## src/rtl/load_store_unit_pkg.sv

```systemverilog
// Shared encodings for the load/store unit: FSM states, funct3 access sizes, fault codes.
package load_store_unit_pkg;
  localparam logic [1:0] S_IDLE = 2'b00;
  localparam logic [1:0] S_REQ  = 2'b01;
  localparam logic [1:0] S_WAIT = 2'b10;
  localparam logic [1:0] S_DONE = 2'b11;

  localparam logic [2:0] F3_B  = 3'b000;
  localparam logic [2:0] F3_H  = 3'b001;
  localparam logic [2:0] F3_W  = 3'b010;
  localparam logic [2:0] F3_BU = 3'b100;
  localparam logic [2:0] F3_HU = 3'b101;

  localparam logic [1:0] FLT_NONE = 2'b00;
  localparam logic [1:0] FLT_MIS  = 2'b01;
  localparam logic [1:0] FLT_ILL  = 2'b10;
  localparam logic [1:0] FLT_TMO  = 2'b11;
endpackage

```

## src/rtl/lsu_align.sv

```systemverilog
// Byte-lane steering: store byte enables / lane replication, load lane select and extension,
// plus size legality and alignment checks.
module lsu_align
  import load_store_unit_pkg::*;
(
  input  logic [2:0]  funct3,
  input  logic [1:0]  off,
  input  logic [31:0] wdata,
  input  logic [31:0] rdata_word,
  output logic [3:0]  be,
  output logic [31:0] lane_wdata,
  output logic [31:0] ext_rdata,
  output logic        legal,
  output logic        aligned
);
  logic [7:0]  rb;
  logic [15:0] rh;

  always_comb begin
    rb         = rdata_word[{off, 3'b000} +: 8];
    rh         = off[1] ? rdata_word[31:16] : rdata_word[15:0];
    be         = 4'b0000;
    lane_wdata = 32'h0;
    ext_rdata  = 32'h0;
    legal      = 1'b1;
    aligned    = 1'b1;
    case (funct3)
      F3_B, F3_BU: begin
        be         = 4'b0001 << off;
        lane_wdata = {4{wdata[7:0]}};
        ext_rdata  = {{24{rb[7] & ~funct3[2]}}, rb};
      end
      F3_H, F3_HU: begin
        be         = off[1] ? 4'b1100 : 4'b0011;
        lane_wdata = {2{wdata[15:0]}};
        ext_rdata  = {{16{rh[15] & ~funct3[2]}}, rh};
        aligned    = ~off[0];
      end
      F3_W: begin
        be         = 4'b1111;
        lane_wdata = wdata;
        ext_rdata  = rdata_word;
        aligned    = (off == 2'b00);
      end
      default: legal = 1'b0;
    endcase
  end
endmodule

```

## src/rtl/load_store_unit.sv

```systemverilog
// Load/store unit: converts datapath memory accesses into a req/gnt bus transaction,
// stalls the core while in flight, and reports misaligned/illegal/timed-out accesses.
module load_store_unit
  import load_store_unit_pkg::*;
#(
  parameter int TIMEOUT_CYC = 255
) (
  input  logic        clk,
  input  logic        reset,
  input  logic        mem_read,
  input  logic        mem_write,
  input  logic [2:0]  funct3,
  input  logic [31:0] addr,
  input  logic [31:0] wdata,
  output logic [31:0] rdata,
  output logic        stall,
  output logic        fault,
  output logic [1:0]  fault_code,
  output logic        bus_req,
  output logic        bus_we,
  output logic [31:0] bus_addr,
  output logic [3:0]  bus_be,
  output logic [31:0] bus_wdata,
  input  logic        bus_gnt,
  input  logic        bus_rvalid,
  input  logic [31:0] bus_rdata
);
  localparam logic [7:0] TMO_LAST = 8'(TIMEOUT_CYC - 1);

  logic [1:0]  state;
  logic [7:0]  tmo_cnt;
  logic [2:0]  f3_q;
  logic [1:0]  off_q;
  logic [2:0]  a_f3;
  logic [1:0]  a_off;
  logic [3:0]  a_be;
  logic [31:0] a_wdata, a_rdata;
  logic        a_legal, a_aligned;
  logic        access, legal_acc, go, tmo_hit;

  // Lane logic sees live inputs while launching, and the latched access once in flight.
  assign a_f3  = (state == S_IDLE) ? funct3    : f3_q;
  assign a_off = (state == S_IDLE) ? addr[1:0] : off_q;

  lsu_align u_align (
    .funct3     (a_f3),
    .off        (a_off),
    .wdata      (wdata),
    .rdata_word (bus_rdata),
    .be         (a_be),
    .lane_wdata (a_wdata),
    .ext_rdata  (a_rdata),
    .legal      (a_legal),
    .aligned    (a_aligned)
  );

  assign access    = mem_read | mem_write;
  assign legal_acc = a_legal & ~(mem_write & funct3[2]);
  assign go        = access & legal_acc & a_aligned;
  assign tmo_hit   = (tmo_cnt == TMO_LAST);
  assign bus_req   = (state == S_REQ);
  assign stall     = reset & (((state == S_IDLE) & go) | (state == S_REQ) | (state == S_WAIT));

  always_ff @(posedge clk) begin
    if (!reset) begin
      state      <= S_IDLE;
      tmo_cnt    <= 8'd0;
      f3_q       <= 3'b000;
      off_q      <= 2'b00;
      rdata      <= 32'h0;
      fault      <= 1'b0;
      fault_code <= FLT_NONE;
      bus_we     <= 1'b0;
      bus_addr   <= 32'h0;
      bus_be     <= 4'b0000;
      bus_wdata  <= 32'h0;
    end else begin
      fault <= 1'b0;
      case (state)
        S_IDLE: begin
          if (access) begin
            if (!legal_acc) begin
              fault      <= 1'b1;
              fault_code <= FLT_ILL;
            end else if (!a_aligned) begin
              fault      <= 1'b1;
              fault_code <= FLT_MIS;
            end else begin
              bus_we    <= mem_write;
              bus_addr  <= {addr[31:2], 2'b00};
              bus_be    <= a_be;
              bus_wdata <= a_wdata;
              f3_q      <= funct3;
              off_q     <= addr[1:0];
              tmo_cnt   <= 8'd0;
              state     <= S_REQ;
            end
          end
        end
        S_REQ: begin
          if (bus_gnt) begin
            state   <= bus_we ? S_DONE : S_WAIT;
            tmo_cnt <= tmo_cnt + 8'd1;
          end else if (tmo_hit) begin
            state      <= S_DONE;
            fault      <= 1'b1;
            fault_code <= FLT_TMO;
            rdata      <= 32'h0;
          end else begin
            tmo_cnt <= tmo_cnt + 8'd1;
          end
        end
        S_WAIT: begin
          if (bus_rvalid) begin
            rdata <= a_rdata;
            state <= S_DONE;
          end else if (tmo_hit) begin
            state      <= S_DONE;
            fault      <= 1'b1;
            fault_code <= FLT_TMO;
            rdata      <= 32'h0;
          end else begin
            tmo_cnt <= tmo_cnt + 8'd1;
          end
        end
        S_DONE: state <= S_IDLE;
      endcase
    end
  end
endmodule

```

## config.mk

```make
export PLATFORM = sky130hd
export DESIGN_NAME = load_store_unit
export DESIGN_NICKNAME = d
export VERILOG_FILES = /design/src/rtl/load_store_unit_pkg.sv /design/src/rtl/lsu_align.sv /design/src/rtl/load_store_unit.sv
export SDC_FILE = /design/constraint.sdc
export NUM_CORES = 1
export LEC_CHECK = 0
export ABC_AREA = 1
export BUFFER_PORTS_ARGS = -buffer_cell sky130_fd_sc_hd__buf_4
export CAP_MARGIN = 40
export CORE_ASPECT_RATIO = 0.9
export CORE_UTILIZATION = 51
export CTS_CLUSTER_SIZE = 14
export DETAILED_ROUTE_END_ITERATION = 12
export PLACE_DENSITY = 0.81
export SYNTH_ARGS = -nofsm -noshare
export SYNTH_HDL_FRONTEND = slang
export SYNTH_HIERARCHICAL = 1
export SYNTH_SLANG_ARGS = --single-unit
```

## constraint.sdc

```tcl
create_clock -name clk -period 3.14 [get_ports clk]
set_clock_uncertainty 0.1 [all_clocks]
set_input_delay 0 -clock clk [delete_from_list [all_inputs] [get_ports clk]]
set_output_delay 0 -clock clk [all_outputs]
set_load 0.05 [all_outputs]
```

==> impl_metrics.tcl, run 1 <==
set metrics [dict create \
    peakVddDrop_mv 0.795 \
    synth_cell_types 32 \
    vias 7862 \
    setup_violations 0 \
    yosys_most_used_dff "dfxtp_1" \
    place_hpwl_um 12700 \
    grt_pass1_wl_um 36900 \
    fin_crit_ns 2.97 \
    netSwitchingFraction_pct 49.7 \
    first_pass_iters 6 \
    worst_ep_arrival_time_ns 2.87 \
    status "finished clean" \
    die_area_um2 12600 \
    period_share_pct 94.6 \
    ys_ff_latch 117 \
    antenna_found_initial 0 \
    start_util_pct 53.3 \
    p_per_area_nw_per_um2 979 \
    core_um2 11700 \
    postSynthAreaPerCell_um2 6.21 \
    ys_warn_count 6 \
    gp_congestion 0.900 \
    insertion_delay_ns 0.42 \
    clk_root_buffer_cell "clkbuf_16" \
    path_common_cell "nand2_1" \
    die_h_um 107 \
    cts_sinks 117 \
    hold_viol 0 \
    yosysMostFrequentCell "nand2_1" \
    grt_pass1_vias 7570 \
    critPathSlowestCell "dfxtp_2" \
    seq_power_share_pct 23.3 \
    first_iter_violations 726 \
    cp_max_fo 24 \
    clk_pin_slew_worst_paths_ns 0.06 \
    p_leak_nw 4.75 \
    row_count 37 \
    antenna_left 0 \
    slew_headroom_pct 56.2 \
    synthTopCellsByCount "298 x nand2_1, 176 x nor2_1, 132 x o21ai_0, 117 x dfxtp_1, 82 x inv_1" \
    rsz0062_at_grt "no" \
    cts_tree "done" \
    async_reset_ff_share_pct 0 \
    die_w_um 118 \
    cts_max_level 4 \
    pwr-share-comb_pct 56.9 \
    drive_gt1_share_pct 22.0 \
    cp-start-kind "register" \
    grt-ovfl-total 0 \
    fmax_mhz 337 \
    routedWlPerCell_um 16.0 \
    tns_ns 0 \
    path_class "reg2out" \
    cp-end-kind "output pin" \
    clock_power_share_pct 19.8 \
    drt-total-wl_um 23500 \
    cts_buffer_depth 2 \
    required_ns 3.04 \
    grt_max_degree 75 \
    cts_buffers 17 \
    worstMarginPinSlew_ns 0.657 \
    placed_cells 1325 \
    io_buffers 208 \
    drv_slew 0 \
    timing.max_cap.violations 0 \
    syn_to_final_growth_pct 53.6 \
    netSwitchingPower_mw 4.64 \
    holdWs_ns 0.00723 \
    synth_area_leaders "dfxtp_1 38%, nand2_1 18%, nor2_1 11%, o21ai_0 11%, inv_1 5.0%" \
    crit_chain "inv_2 > ha_2 > buf_4 > nand2_1 > nand2_1 > buf_4 > nand2_2 > inv_4 > nor2_4 > inv_1 > nand2_1 > inv_1 > nor2_1 > nand2_1 > nor2_4 > inv_2 > buf_12 > a21oi_4 > buf_6" \
    syn_area_um2 6220 \
    drc 0 \
    yosysTopAreaCell "dfxtp_1" \
    ios 211 \
    hp-class "in2reg" \
    crit_path_max_incr_delay_ns 0.37 \
    seq_area_frac_synth_pct 37.7 \
    n_antenna_cell 0 \
    nNetsFinal 1413 \
    finalNonFillerCells 1469 \
    yosysTopAreaCellShare_pct 37.7 \
    routed_via_density 5.35 \
    netlist_instances 1001 \
    grt_usage_pct 36.5 \
    p_int_mw 4.70 \
    synth_edf_count 0 \
    r2r_slack_ns 0.24 \
]
cell usage in the layout (no fill, tap or decap):
cell / count
a211oi_1: 1
a21oi_1: 46
a21oi_4: 1
a31oi_1: 1
buf_12: 3
buf_4: 225
buf_6: 1
bufinv_16: 1
clkbuf_16: 18
clkinv_1: 1
clkinv_2: 2
clkinv_4: 3
clkinvlp_4: 5
conb_1: 2
dfxtp_1: 115
dfxtp_2: 2
dlygate4sd3_1: 108
ha_1: 6
ha_2: 1
inv_1: 80
inv_2: 9
inv_4: 2
inv_6: 3
nand2_1: 297
nand2_2: 3
nand2_8: 1
nand3_1: 49
nand3_2: 1
nand3_4: 1
nand3b_1: 1
nand4_1: 1
nor2_1: 176
nor2_2: 3
nor2_4: 2
nor3_1: 1
o211ai_1: 7
o21ai_0: 132
o21ai_2: 1
or2_2: 1
path summary, 6_finish.rpt:
kind	from	to	cells past startpoint
max	state[0]$_SDFFE_PN0P_	stall	19
min	bus_rdata[4]	rdata[4]$_SDFFE_PN0P_	7
max reg2reg	state[0]$_SDFFE_PN0P_	bus_wdata[12]$_SDFFE_PN0P_	19
min reg2reg	fault_code[0]$_SDFFE_PN0P_	fault_code[0]$_SDFFE_PN0P_	2
layer usage:
| metal | share of wire [%] | up-vias | track usage, % |
|---|---|---|---|
| li1 | - | 3734 | - |
| met1 | 38 | 3536 | 42.6 |
| met2 | 48 | 485 | 61.6 |
| met3 | 9.4 | 107 | 9.10 |
| met4 | 4.4 | 0 | 20.6 |
| met5 | 0 | - | 0 |
power groups by stage:
stage / Combinational (mW) / Sequential [mW] / Clock [mW]
finish: 5.31 / 2.18 / 1.85
global route: 5.68 / 2.21 / 1.92
CTS: 4.98 / 2.13 / 1.84
detailed placement: 4.62 / 2.13 / 0
global placement: 4.58 / 2.14 / 0
floorplan: 2.09 / 3.40 / 0
cell families (layout without fill, tap and decap cells):
logic type	Yosys count	in the layout	share of synthesized area, %
AND/OR/NAND/NOR	537	537	34.5
AO/OA/AOI/OAI	189	189	15.6
buffers and inverters	150	461	10.8
flip-flops	117	117	37.7
adder cells (fa/ha/maj)	7	7	1.41
other	1	2	0.0603
through the flow:
stage	power (mW)	worst slack [ns]	util, %	area, um2
2_1_floorplan	5.49	0.234	-	6220
3_3_place_gp	6.72	0.368	67.0	7810
3_5_place_dp	6.75	0.254	67.0	7810
4_1_cts	8.95	0.00596	81.2	9470
5_1_grt	9.81	0.00878	81.8	9550
6_report	9.34	0.171	81.8	9550
flip-flops by register name, summed over array words and instances (netlist names):
name and flops:
state 2, bus_addr 30, bus_wdata 32, off_q 2
rdata 32, tmo_cnt 8, bus_be 4, bus_we 1
f3_q 3, fault 1, fault_code 2
critical path: cells and delay by family, from the launching register on:
family / cells / cell delay, ns
adders and majority gates: 1 / 0.19
buffers and inverters: 9 / 1.01
and+or+nand+nor: 8 / 0.74
AOI/OAI and AO/OA: 1 / 0.13
DFF: 1 / 0.37
repair_timing:
item                                    4_1_cts  5_1_grt
endpoints found under the setup margin        1        3
gates cloned                                  0        1
endpoints found under the hold margin        97        0
hold buffers                                108        0
pin swaps                                     1        2
resized for setup                             5        7
buffers inserted                              1        3
area by class of cell:
type / instances / area, um2
Sequential cell: 117 / 2340
Inverter: 92 / 350
Tap cell: 156 / 195
Clock inverter: 14 / 130
Clock buffer: 17 / 425
Timing Repair Buffer: 338 / 2870
Multi-Input combinational cell: 735 / 3230
Fill cell: 724 / 2120
(Power assumes the default switching activity.)
==> inputs of run 2 (changes only) <==
--- a/config.mk
+++ b/config.mk
@@ -12,6 +12,7 @@
 export CORE_UTILIZATION = 51
 export CTS_CLUSTER_SIZE = 14
 export DETAILED_ROUTE_END_ITERATION = 12
+export HOLD_SLACK_MARGIN = 0.08
 export PLACE_DENSITY = 0.81
 export SYNTH_ARGS = -nofsm -noshare
 export SYNTH_HDL_FRONTEND = slang
==> run 2 against run 1 <==
  * Global-route usage is 1.2 points higher
  * Sequential cell count is the same
  * Combinational power up 2%
  * Critical path type unchanged
  * Largest power group unchanged
==> impl_metrics.tcl, run 2 (synthesis gave the netlist of run 1 again) <==
set metrics [dict create \
    finalNonFillerCells 1488 \
    hp-class "in2reg" \
    insertion_delay_ns 0.42 \
    drv_slew 0 \
    cp-start-kind "register" \
    r2r_slack_ns 0.24 \
    period_share_pct 95.5 \
    reg.largest.list "bus_wdata x32, rdata x32, bus_addr x30" \
    clk_pin_slew_worst_paths_ns 0.06 \
    cts_max_level 4 \
    n_antenna_cell 0 \
    cts_buffer_depth 2 \
    hold_viol 0 \
    grt_pass1_vias 7853 \
    drt-total-wl_um 24500 \
    drt-met1-wl_um 9250 \
    io_buffers 208 \
    r2r_start "state[1]$_SDFFE_PN0P_" \
    drive_gt1_share_pct 21.8 \
    rsz0062_at_grt "no" \
    highest_layer "met4" \
    grt-ovfl-total 0 \
    timing.max_cap.violations 0 \
    die_h_um 107 \
    syn_to_final_growth_pct 56.6 \
    antenna_found_initial 0 \
    cts_tree "done" \
    critPathLaunch "state[1]$_SDFFE_PN0P_" \
    p_per_area_nw_per_um2 971 \
    grt_pass1_wl_um 38300 \
    routed_via_density 5.43 \
    dr_wl_met2_um 11600 \
    cp-end-kind "output pin" \
    reg2reg_to "bus_wdata[29]$_SDFFE_PN0P_" \
    routedWlPerCell_um 16.5 \
    worst_ep_arrival_time_ns 2.90 \
    vias 8081 \
    required_ns 3.04 \
    dpl_cell_area_um2 7810 \
    status "finished clean" \
    ios 211 \
    drc 0 \
    die_w_um 118 \
    fmax_mhz 333 \
    grt_max_degree 75 \
    fin_ws_ns 0.141 \
    row_count 37 \
    cts_sinks 117 \
    cts_buffers 17 \
    cp_max_fo 24 \
    peakVddDrop_mv 0.806 \
    place_hpwl_um 12700 \
    fin_area_um2 9730 \
    grt_usage_pct 37.8 \
    setup_violations 0 \
    die_area_um2 12600 \
    fillCellCount 679 \
    dp_slack_ns 0.254 \
    fin_crit_ns 3.00 \
    placed_cells 1325 \
    nNetsFinal 1432 \
    tns_ns 0 \
    post-route-util_pct 83.4 \
    worstMarginPinSlew_ns 0.646 \
    final_common_cell "nand2_1" \
    wl_met3_um 2400 \
    final_cell_mix "297 x nand2_1, 226 x buf_4, 176 x nor2_1, 132 x o21ai_0, 126 x dlygate4sd3_1" \
    slew_headroom_pct 56.9 \
    first_iter_violations 881 \
    clk_root_buffer_cell "clkbuf_16" \
    cp-endpoint "stall" \
    first_pass_iters 5 \
    start_util_pct 53.3 \
    r2r_cells 14 \
    p_leak_nw 4.84 \
    path_class "reg2out" \
    gp_congestion 0.900 \
    core_um2 11700 \
    antenna_left 0 \
]
-- run 2: changes by cell type in the layout (fill, tap and decap cells not counted) --
cell / before / now
buf_4: 225 / 226
dlygate4sd3_1: 108 / 126
-- run 2: layer usage --
metal  vias up  track usage (%)
li1       3775                -
met1      3654             43.7
met2       524             63.7
met3       128             9.63
met4         0             21.6
met5         -                0
-- run 2: cell type report --
cell class | instances | area [um2] | share of cell area (%)
Timing Repair Buffer | 357 | 3050 | 31.4
Tap cell | 156 | 195 | 2.01
Multi-Input combinational cell | 735 | 3230 | 33.2
Clock buffer | 17 | 425 | 4.37
Clock inverter | 14 | 130 | 1.34
Inverter | 92 | 350 | 3.60
Sequential cell | 117 | 2340 | 24.1
-- run 2: worst max-delay path: stages, from the launching register on --
cell,delay (ns)
dfxtp_2,0.36
inv_1,0.08
ha_2,0.19
buf_4,0.16
nand2_1,0.06
nand2_1,0.07
buf_4,0.19
nand2_2,0.11
inv_4,0.04
nor2_4,0.10
inv_1,0.07
nand2_1,0.06
inv_1,0.05
nor2_1,0.09
nand2_1,0.11
nor2_4,0.14
inv_2,0.09
buf_12,0.17
a21oi_4,0.13
buf_6,0.18
-- run 2: where the power goes --
group / switching (mW) / internal, mW / total [mW]
combinational: 3.65 / 1.77 / 5.42
sequential: 0.267 / 1.91 / 2.18
clock: 0.762 / 1.09 / 1.85
total: 4.68 / 4.77 / 9.45
-- run 2: worst min-delay path by stage --
stage                   from                         to  slack, ns  cells past startpoint
floorplan           addr[10]  bus_addr[10]$_SDFFE_PN0P_       0.03                      2
global placement     addr[9]   bus_addr[9]$_SDFFE_PN0P_       0.12                      3
detailed placement   addr[7]   bus_addr[7]$_SDFFE_PN0P_       0.13                      3
CTS                  addr[7]   bus_addr[7]$_SDFFE_PN0P_       0.24                      4
global route        addr[26]  bus_addr[26]$_SDFFE_PN0P_       0.26                      4
finish              addr[26]  bus_addr[26]$_SDFFE_PN0P_       0.25                      4
-- run 2: timing repair --
action,4_1_cts,5_1_grt
setup buffers,1,4
pin swaps,1,2
endpoints found under the setup margin,1,2
gates resized for setup,5,7
gates cloned,0,1
hold endpoints to repair,110,0
hold buffers,126,0
-- run 2: stage by stage --
step                      power, mW  hold WS (ns)
after detailed placement       6.75         0.128
after CTS                      9.01         0.237
after global placement         6.72         0.120
final                          9.45         0.245
after global routing           9.90         0.260
after floorplan                5.49        0.0349
